File: config.mk
export PLATFORM = sky130hd
export DESIGN_NAME = sub_flags_stage
export DESIGN_NICKNAME = d
export VERILOG_FILES = /design/src/rtl/sympl_alu_pkg.sv /design/src/rtl/cond_eval.sv /design/src/rtl/sub_flags_stage.sv
export SDC_FILE = /design/constraint.sdc
export NUM_CORES = 1
export LEC_CHECK = 0
export ABC_CLOCK_PERIOD_IN_PS = 3600
export BUFFER_PORTS_ARGS = -buffer_cell sky130_fd_sc_hd__clkbuf_2
export CAP_MARGIN = 30
export CORE_ASPECT_RATIO = 0.75
export CORE_MARGIN = 3
export CORE_UTILIZATION = 56
export CTS_BUF_LIST = sky130_fd_sc_hd__clkbuf_4 sky130_fd_sc_hd__clkbuf_8 sky130_fd_sc_hd__clkbuf_16
export CTS_CLUSTER_DIAMETER = 150
export DETAILED_ROUTE_END_ITERATION = 6
export PLACE_DENSITY = 0.85
export SYNTH_ARGS = -nofsm -noshare
export SYNTH_HDL_FRONTEND = slang
export SYNTH_SLANG_ARGS = --single-unit
File: constraint.sdc
create_clock -name CLK -period 3.6 [get_ports CLK]
set_clock_uncertainty 0.1 [all_clocks]
set_input_delay 0.36 -clock CLK [delete_from_list [all_inputs] [get_ports CLK]]
set_output_delay 0.36 -clock CLK [all_outputs]
set_load 0.01 [all_outputs]
File: src/rtl/sympl_alu_pkg.sv
// sympl_alu_pkg: condition-code encodings and flag bit positions shared by the ALU stages
package sympl_alu_pkg;
    localparam logic [3:0] COND_EQ = 4'h0;
    localparam logic [3:0] COND_NE = 4'h1;
    localparam logic [3:0] COND_CS = 4'h2;
    localparam logic [3:0] COND_CC = 4'h3;
    localparam logic [3:0] COND_MI = 4'h4;
    localparam logic [3:0] COND_PL = 4'h5;
    localparam logic [3:0] COND_VS = 4'h6;
    localparam logic [3:0] COND_VC = 4'h7;
    localparam logic [3:0] COND_HI = 4'h8;
    localparam logic [3:0] COND_LS = 4'h9;
    localparam logic [3:0] COND_GE = 4'hA;
    localparam logic [3:0] COND_LT = 4'hB;
    localparam logic [3:0] COND_GT = 4'hC;
    localparam logic [3:0] COND_LE = 4'hD;
    localparam logic [3:0] COND_AL = 4'hE;
    localparam logic [3:0] COND_NV = 4'hF;
    localparam int FLG_N = 3;
    localparam int FLG_Z = 2;
    localparam int FLG_C = 1;
    localparam int FLG_V = 0;
endpackage

File: src/rtl/cond_eval.sv
// cond_eval: evaluates a 4-bit ARM-order condition code against {N,Z,C,V}
module cond_eval
    import sympl_alu_pkg::*;
(
    input  logic [3:0] flags,
    input  logic [3:0] cond,
    output logic       cond_true
);
    logic n, z, c, v;
    assign n = flags[FLG_N];
    assign z = flags[FLG_Z];
    assign c = flags[FLG_C];
    assign v = flags[FLG_V];
    // decode the condition against the supplied flags
    always_comb begin
        cond_true = 1'b0;
        case (cond)
            COND_EQ: cond_true = z;
            COND_NE: cond_true = ~z;
            COND_CS: cond_true = c;
            COND_CC: cond_true = ~c;
            COND_MI: cond_true = n;
            COND_PL: cond_true = ~n;
            COND_VS: cond_true = v;
            COND_VC: cond_true = ~v;
            COND_HI: cond_true = c & ~z;
            COND_LS: cond_true = ~c | z;
            COND_GE: cond_true = n == v;
            COND_LT: cond_true = n != v;
            COND_GT: cond_true = ~z & (n == v);
            COND_LE: cond_true = z | (n != v);
            COND_AL: cond_true = 1'b1;
            default: cond_true = 1'b0;
        endcase
    end
endmodule

File: src/rtl/sub_flags_stage.sv
// sub_flags_stage: two-deep registered flag/condition/writeback stage behind the subtractor
module sub_flags_stage
    import sympl_alu_pkg::*;
#(
    parameter int DW   = 64,
    parameter int TAGW = 6
) (
    input  logic            CLK,
    input  logic            RESET,
    input  logic            IN_VALID,
    output logic            IN_READY,
    input  logic [DW-1:0]   DIFF,
    input  logic            COUT,
    input  logic            OVO,
    input  logic            SET_FLAGS,
    input  logic            WB_EN,
    input  logic [3:0]      COND,
    input  logic [TAGW-1:0] TAG_IN,
    output logic            OUT_VALID,
    input  logic            OUT_READY,
    output logic [DW-1:0]   RESULT,
    output logic [TAGW-1:0] TAG_OUT,
    output logic            WB_OUT,
    output logic            COND_TRUE,
    output logic [3:0]      FLAGS,
    output logic            STICKY_V,
    input  logic            CLR_STICKY
);
    logic            v1, v2, adv2, accept, ct1;
    logic [DW-1:0]   diff1;
    logic [TAGW-1:0] tag1;
    logic            wb1, sf1;
    logic [3:0]      cond1, nzcv1, nzcv_in;

    assign nzcv_in[FLG_N] = DIFF[DW-1];
    assign nzcv_in[FLG_Z] = DIFF == '0;
    assign nzcv_in[FLG_C] = COUT;
    assign nzcv_in[FLG_V] = OVO;

    assign adv2      = v1 & (~v2 | OUT_READY);
    assign IN_READY  = ~v1 | adv2;
    assign accept    = IN_VALID & IN_READY;
    assign OUT_VALID = v2;

    cond_eval u_cond (.flags(nzcv1), .cond(cond1), .cond_true(ct1));

    // stage 1: capture the incoming op and its derived flags
    always_ff @(posedge CLK) begin
        if (RESET) begin
            v1    <= 1'b0;
            diff1 <= '0;
            tag1  <= '0;
            wb1   <= 1'b0;
            sf1   <= 1'b0;
            cond1 <= '0;
            nzcv1 <= '0;
        end else begin
            v1 <= accept | (v1 & ~adv2);
            if (accept) begin
                diff1 <= DIFF;
                tag1  <= TAG_IN;
                wb1   <= WB_EN;
                sf1   <= SET_FLAGS;
                cond1 <= COND;
                nzcv1 <= nzcv_in;
            end
        end
    end

    // stage 2 and architectural flags: updated in program order as ops leave stage 1
    always_ff @(posedge CLK) begin
        if (RESET) begin
            v2        <= 1'b0;
            RESULT    <= '0;
            TAG_OUT   <= '0;
            WB_OUT    <= 1'b0;
            COND_TRUE <= 1'b0;
            FLAGS     <= '0;
            STICKY_V  <= 1'b0;
        end else begin
            v2 <= adv2 | (v2 & ~OUT_READY);
            if (adv2) begin
                RESULT    <= diff1;
                TAG_OUT   <= tag1;
                WB_OUT    <= wb1;
                COND_TRUE <= ct1;
                if (sf1)
                    FLAGS <= nzcv1;
            end
            if (adv2 & sf1 & nzcv1[FLG_V])
                STICKY_V <= 1'b1;
            else if (CLR_STICKY)
                STICKY_V <= 1'b0;
        end
    end
endmodule

==> summary.md, run 1 <==
| Metric | Value |
|---|---|
| Slew headroom | 31.87% |
| Total track usage | about a quarter |
| HP Class | primary input to flop |
| CP endpoint | diff1[25] |
| 1st-iter DRT viols | 500 |
| FF-to-FF Start | v1 |
| R2R depth | 5 |
| Mapped Nets | 813 |
| # rows | 31 |
| Crit. Startpoint | v1 |
| WP data required | about 3.8 ns |
| Maximum buffer depth of the clock tree | 2 |
| Simple-gate share of the synthesized area | approximately a quarter |
| Critical Path Source Type | flop |
| Setup Crit Path Kind | flop to flop |
| CTS buffer count | 17 |
| Met1 Usage GRT | between 30% and 40% |
| WHS | between 0.06 and 0.07 ns |
| Postcts setup bufs | 0 |
| Fin nets | 947 |
| Hpwl dp | 10250 um |
| Mux cell area share after synthesis | 1.234% |
| GP Congestion | 0.8266 |
| H-tree depth | 4 |
| Fin crit period | roughly 2 ns |
| Reg clk slew, reported paths | 0.06 ns |
| Adder-Cell Fraction of Synth Area | 0% |
| WL final | 15100 um |
| Max FO, Critical Path | 57 |
| Hold-fix buffers, CTS | 0 |
| GR peak layer | met2 |
| Reg2reg setup slack | between 1.5 and 2 ns |
| CTS sink cnt | between 150 and 200 |
| DRC viols | 0 |
| CTS tree | yes |
| Die Y | around 94 um |
| Largest net degree at the start of global routing | ~110 |
| Power per cell area | 544.2 nW/um^2 |
| Largest family of logic cells by synthesized area | simple AND/OR/NAND/NOR gates |
| Post-CTS sizing | 0 |
| First-pass GRT wire length | about 24000 um |
| Root buffer cell | clkbuf_16 |
| Gate Count Post-Synth | 730 |
| GRT Residual Overflow | 0 |
| Diode count | 0 |
| Xor/xnor cell area share of the yosys netlist | less than 1% |
| Synth Area in Compound Gates | 14.29% |
| Layout overhead on the synthesized area | 23.32% |
| RSZ-0062 raised after global routing | no |
| Die width | 123.3 um |
| Synth Register Bits | 158 |
| Initial Utilization | 58.66% |
| Yosys warnings | 0 |
| Worst reg2reg endpoint | diff1[25] |
| Leak | 2.965 nW |
| Pre-antenna DRT Iters | 5 |
| Worst-Margin Slew | 1.022 ns |
| Vias/cell | roughly 5.4 |
| Clk_lat worst skew | 0.41 ns |
| Final hold vios | 0 |
| Crit path DAT | 2.23 ns |
| Wire per inst | 14.98 um |
| Core ar. | 9852 sq um |
| Most frequent cells in the layout | 301 x nand2_1, 160 x clkbuf_2, 158 x dfxtp_1 |
| Commonest non-fill, non-tap cell in the layout | nand2_1 |
| Max Slew Vio Count | 0 |
| GR Util met2 | 43.06% |
| Max_cap viols | 0 |
| Post-synthesis cell area | about 5800 sq um |
| Sequential area share after synthesis | 54.73% |
| Syn avg cell area | 7.917 sq um |
| Initial antenna violation count | 0 |
| IO buf count | roughly 160 |
| Post-synth cell types | 33 |
| CP endpoint kind | flop |
| Multi-input logic area | between 2000 and 2500 sq um |
| Highest ir drop seen on vdd | 0.2983 mV |
| F_max | 499.3 MHz |
| Share of cells above drive strength 1 | 23.86% |
| Register area | 3163 sq um |
| Tcrit/Tclk final | 55.64% |
| ANT nets after route | 0 |
| Io pins | 162 |
| Die ar. | 11590 sq um |
| Final count of negative-setup-slack endpoints | 0 |
| Status | finished clean |
| Met3 global-route usage | 7.827% |
| Total vias in the final route | 5407 |
| Fill count | 792 |
| Fin Setup TNS | 0 ns |
| Vias in the first global route | 5014 |
==> synth_stat cells (all sizes together) <==
cell type	instances	share of area, %
nand4	5	0.54
nand2b	2	0.22
mux2	1	0.19
nor2	4	0.26
a21oi	154	13
nand3	3	0.26
or4	1	0.13
nand3b	4	0.58
o32a	1	0.17
nor3	2	0.17
clkbuf	25	1.6
o2bb2ai	1	0.15
xor2	3	0.45
nor4	16	2.1
and2	2	0.22
dfxtp	158	55
a311oi	1	0.26
o32ai	1	0.15
nor3b	2	0.26
mux2i	6	1.0
and3b	1	0.15
o211ai	1	0.13
nand2	303	20
buf	29	2.9
o21ai	1	0.087
inv	2	0.13
nor2b	1	0.11
==> per-layer routing <==
metal,share of wire [%],up-vias
li1,-,2661
met5,0,-
met3,8.4,19
met4,1.0,0
met2,48,227
met1,42,2500
==> layout make-up <==
class | instances | area share, %
Clock buffer | 19 | 6.268
Tap cell | 132 | 2.317
Clock inverter | 12 | 1.703
Sequential cell | 158 | 44.38
Inverter | 2 | 0.1053
Timing Repair Buffer | 169 | 12.18
Multi-Input combinational cell | 516 | 33.04
==> cell families after synthesis <==
family	count (synthesis)
mux	7
buf+inv	56
simple gates	346
compound gates	160
xor+xnor	3
flops	158
==> metrics by stage <==
stage | worst slack, ns | util (%) | instances | power, mW | area (sq um)
after floorplan | 2.033 | - | 730 | 2.074 | 5779
after global placement | 1.430 | 66.57 | 977 | 2.180 | 6559
after detailed placement | 1.431 | 66.57 | 977 | 2.194 | 6559
after CTS | 1.626 | 72.34 | 1008 | 3.891 | 7127
after global routing | 1.417 | 72.34 | 1008 | 4.020 | 7127
final | 1.597 | 72.34 | 1008 | 3.879 | 7127
==> power by group <==
part           internal [mW]  total, mW  switching (mW)
sequential              1.82       1.87          0.0457
combinational          0.107      0.297           0.191
clock                   1.03       1.72           0.681
==> sequential cells by signal, summed over array words and instances (netlist names) <==
name	count
OUT_VALID	1
RESULT	64
WB_OUT	1
diff1	64
cond1	4
v1	1
tag1	6
nzcv1	3
FLAGS	4
sf1	1
wb1	1
COND_TRUE	1
STICKY_V	1
TAG_OUT	6
==> worst min-delay path by stage <==
stage              start         end  slack (ns)  cells after the start
6_report       TAG_IN[0]     tag1[0]        0.07                      3
5_1_grt        TAG_IN[0]     tag1[0]        0.07                      3
4_1_cts        TAG_IN[0]     tag1[0]        0.06                      3
3_5_place_dp   diff1[57]  RESULT[57]        0.34                      2
3_3_place_gp         wb1      WB_OUT        0.34                      2
2_1_floorplan   diff1[0]   RESULT[0]        0.33                      2
==> critical path, stage by stage, from the launching register on <==
cell and delay (ns):
dfxtp_1 0.35, nand3b_2 0.15, and2_2 0.41, buf_4 0.56, nand2_1 0.14, a21oi_1 0.18
Note: power is estimated with default switching activity, not from simulation.
==> run 2: changes to the inputs <==
--- a/config.mk
+++ b/config.mk
@@ -5,16 +5,16 @@
 export SDC_FILE = /design/constraint.sdc
 export NUM_CORES = 1
 export LEC_CHECK = 0
-export ABC_CLOCK_PERIOD_IN_PS = 3600
+export ABC_CLOCK_PERIOD_IN_PS = 1950
 export BUFFER_PORTS_ARGS = -buffer_cell sky130_fd_sc_hd__clkbuf_2
 export CAP_MARGIN = 30
 export CORE_ASPECT_RATIO = 0.75
 export CORE_MARGIN = 3
-export CORE_UTILIZATION = 56
+export CORE_UTILIZATION = 52
 export CTS_BUF_LIST = sky130_fd_sc_hd__clkbuf_4 sky130_fd_sc_hd__clkbuf_8 sky130_fd_sc_hd__clkbuf_16
 export CTS_CLUSTER_DIAMETER = 150
 export DETAILED_ROUTE_END_ITERATION = 6
-export PLACE_DENSITY = 0.85
+export PLACE_DENSITY = 0.8
 export SYNTH_ARGS = -nofsm -noshare
 export SYNTH_HDL_FRONTEND = slang
 export SYNTH_SLANG_ARGS = --single-unit
==> constraint.sdc (replaced) <==
create_clock -name CLK -period 1.95 [get_ports CLK]
set_clock_uncertainty 0.1 [all_clocks]
set_input_delay 0.195 -clock CLK [delete_from_list [all_inputs] [get_ports CLK]]
set_output_delay 0.195 -clock CLK [all_outputs]
set_load 0.01 [all_outputs]
==> summary.md, run 2 (synthesis gave the netlist of run 1 again) <==
| Metric | Value |
|---|---|
| Max FO, Critical Path | 2 (-96%) |
| Clk_lat worst skew | 0.41 ns (about the same) |
| Max Slew Vio Count | 0 (unchanged) |
| Highest ir drop seen on vdd | 0.6938 mV (+130%) |
| CTS sink cnt | 158 (unchanged) |
| Register area | 3163 sq um (unchanged) |
| WP data required | 2.20 ns (-1.63 ns) |
| ANT nets after route | 0 (unchanged) |
| CTS tree | yes |
| GP Congestion | 0.7929 (-4.1%) |
| Reg clk slew, reported paths | 0.06 ns (about the same) |
| Crit. Startpoint | DIFF[58] |
| F_max | between 500 and 600 MHz |
| Largest net degree at the start of global routing | 159 (+50%) |
| WHS | 0.05064 ns (-0.01572 ns) |
| 1st-iter DRT viols | 453 (-9.4%) |
| Status | finished clean |
| HP Class | primary input to flop |
| Initial Utilization | 54.68% (-4.0 points) |
| Final hold vios | 0 (unchanged) |
| Max incr delay on CP | 0.57 ns (about the same) |
| FF-to-FF Start | cond1[1] |
| H-tree depth | 4 (unchanged) |
| First-pass GRT wire length | 28540 um (+20%) |
| Leak | 3.376 nW (+14%) |
| GRT Residual Overflow | 0 (unchanged) |
| Root buffer cell | clkbuf_16 |
| Die width | 127.7 um (+3.6%) |
| Io pins | 162 (unchanged) |
| CP endpoint kind | flop |
| Utilization after layout | 76.85% (+4.5 points) |
| Reg2reg setup slack | 0.31 ns (-1.29 ns) |
| Worst reg2reg endpoint | COND_TRUE |
| Slew headroom | 53.76% (+22 points) |
| Power per cell area | 968.2 nW/um^2 (+78%) |
| WL final | 17670 um (+17%) |
| Tcrit/Tclk final | 97.67% |
| Worst-path cell chain | dlygate4sd3_1, clkbuf_2, nor4_1, nand4_1, or4_1, o21ai_1 |
| RSZ-0062 raised after global routing | no |
| IO buf count | 161 (unchanged) |
| # rows | 32 (+3.2%) |
| Setup Crit Path Kind | primary input to flop |
| Final count of negative-setup-slack endpoints | 0 (unchanged) |
| CP max-delay cell | dlygate4sd3_1 |
| Fill count | 743 (-6.2%) |
| Core ar. | 10570 sq um (+7.3%) |
| CTS buffer count | 17 (unchanged) |
| Commonest non-fill, non-tap cell in the layout | nand2_1 |
| Max_cap viols | 0 (unchanged) |
| Post-DP Area | 6641 sq um (+1.3%) |
| Initial antenna violation count | 1 (+1) |
| Largest registers | RESULT (64), diff1 (64) |
| Pre-antenna DRT Iters | 5 (unchanged) |
| Fin crit period | 1.905 ns |
| Family with the most delay on the worst path | simple AND/OR/NAND/NOR gates |
| Worst path buffer plus inverter count | 2 (+1) |
| Critical path depth | 6 (+1) |
| Most frequent cells in the layout | 301 x nand2_1, 160 x clkbuf_2, 158 x dfxtp_1 |
| Share of cells above drive strength 1 | 22.11% (-1.8 points) |
| Crit path DAT | 2.15 ns (-0.08 ns) |
| Total track usage | 28.47% (+2.4 points) |
| Postcts setup bufs | 0 (unchanged) |
| Vias/cell | 5.398 (+0.63%) |
| Wire per inst | 16.12 um (+7.6%) |
| Total vias in the final route | 5916 (+9.4%) |
| Fin nets | 1029 (+8.7%) |
| Hpwl dp | 10490 um (+2.3%) |
| CP endpoint | nzcv1[2] |
| R2R depth | 4 (-1) |
| Multi-input logic area | 2364 sq um (+0.37%) |
| Layout overhead on the synthesized area | 40.55% |
| DRC viols | 0 (unchanged) |
| Die ar. | 12430 sq um (+7.3%) |
| Fin Setup TNS | 0 ns (unchanged) |
| Worst-Margin Slew | 0.6937 ns (-0.3282 ns) |
| Maximum buffer depth of the clock tree | 2 (unchanged) |
| Die Y | 97.30 um (+3.5%) |
| Design area | 8123 sq um (+14%) |
| Critical Path Source Type | primary input |
| Vias in the first global route | 5939 (+18%) |
run 2: cell types whose count changed in the layout (fill, tap and decap cells not counted), moves of 3 or more:
cell and change:
clkinv_2 -6, bufinv_16 +3, buf_12 +5, clkinv_4 +3
buf_4 -3, dlygate4sd3_1 +80
run 2: worst min-delay path by stage:
stage | start | to | cells after the start
3_3_place_gp | WB_EN | wb1 | 3
6_report | OUT_READY | v1 | 3
5_1_grt | OUT_READY | v1 | 3
4_1_cts | OUT_READY | v1 | 3
2_1_floorplan | IN_VALID | v1 | 2
3_5_place_dp | TAG_IN[2] | tag1[2] | 3
run 2: layout make-up:
class,count,share of cell area [%]
clock inverters,12,2.572
well taps,136,2.095
clock buffers,20,5.669
diodes,1,0.03081
repair buffers,251,21.50
inverters,2,0.09242
multi-input cells,516,29.10
flip-flops and latches,158,38.94
run 2: through the flow:
| step | power [mW] | worst slack (ns) | instances |
|---|---|---|---|
| 6_report | 7.865 | 0.04545 | 1096 |
| 5_1_grt | 8.123 | 0.01553 | 1096 |
| 4_1_cts | 7.873 | 0.04863 | 1095 |
| 3_5_place_dp | 4.078 | 0.1686 | 983 |
| 3_3_place_gp | 4.050 | 0.2527 | 983 |
| 2_1_floorplan | 3.829 | 0.4519 | 730 |
run 2: per-layer routing:
metal | vias to the layer above | track usage, % | wire length, um
met5 | - | 0 | 0
met1 | 2730 | 33.15 | 6962
met4 | 0 | 13.95 | 605
li1 | 2840 | - | -
met2 | 287 | 47.47 | 8759
met3 | 59 | 8.626 | 1341
run 2: repair_timing:
action / CTS / global route
gates resized for setup: 0 / 1
endpoints found under the hold margin: 80 / 0
setup endpoints to repair: 0 / 1
hold buffers: 80 / 0
run 2: worst register-to-register path, stage by stage, from the launching register on:
cell,delay (ns)
dfxtp_1,0.51
mux2_1,0.37
o32ai_1,0.23
nor3_1,0.09
a311oi_2,0.25
run 2: report_power, final:
group          internal, mW  switching [mW]  total (mW)
Clock                  2.37            1.34        3.70
Combinational         0.320           0.398       0.717
Sequential             3.36          0.0849        3.44
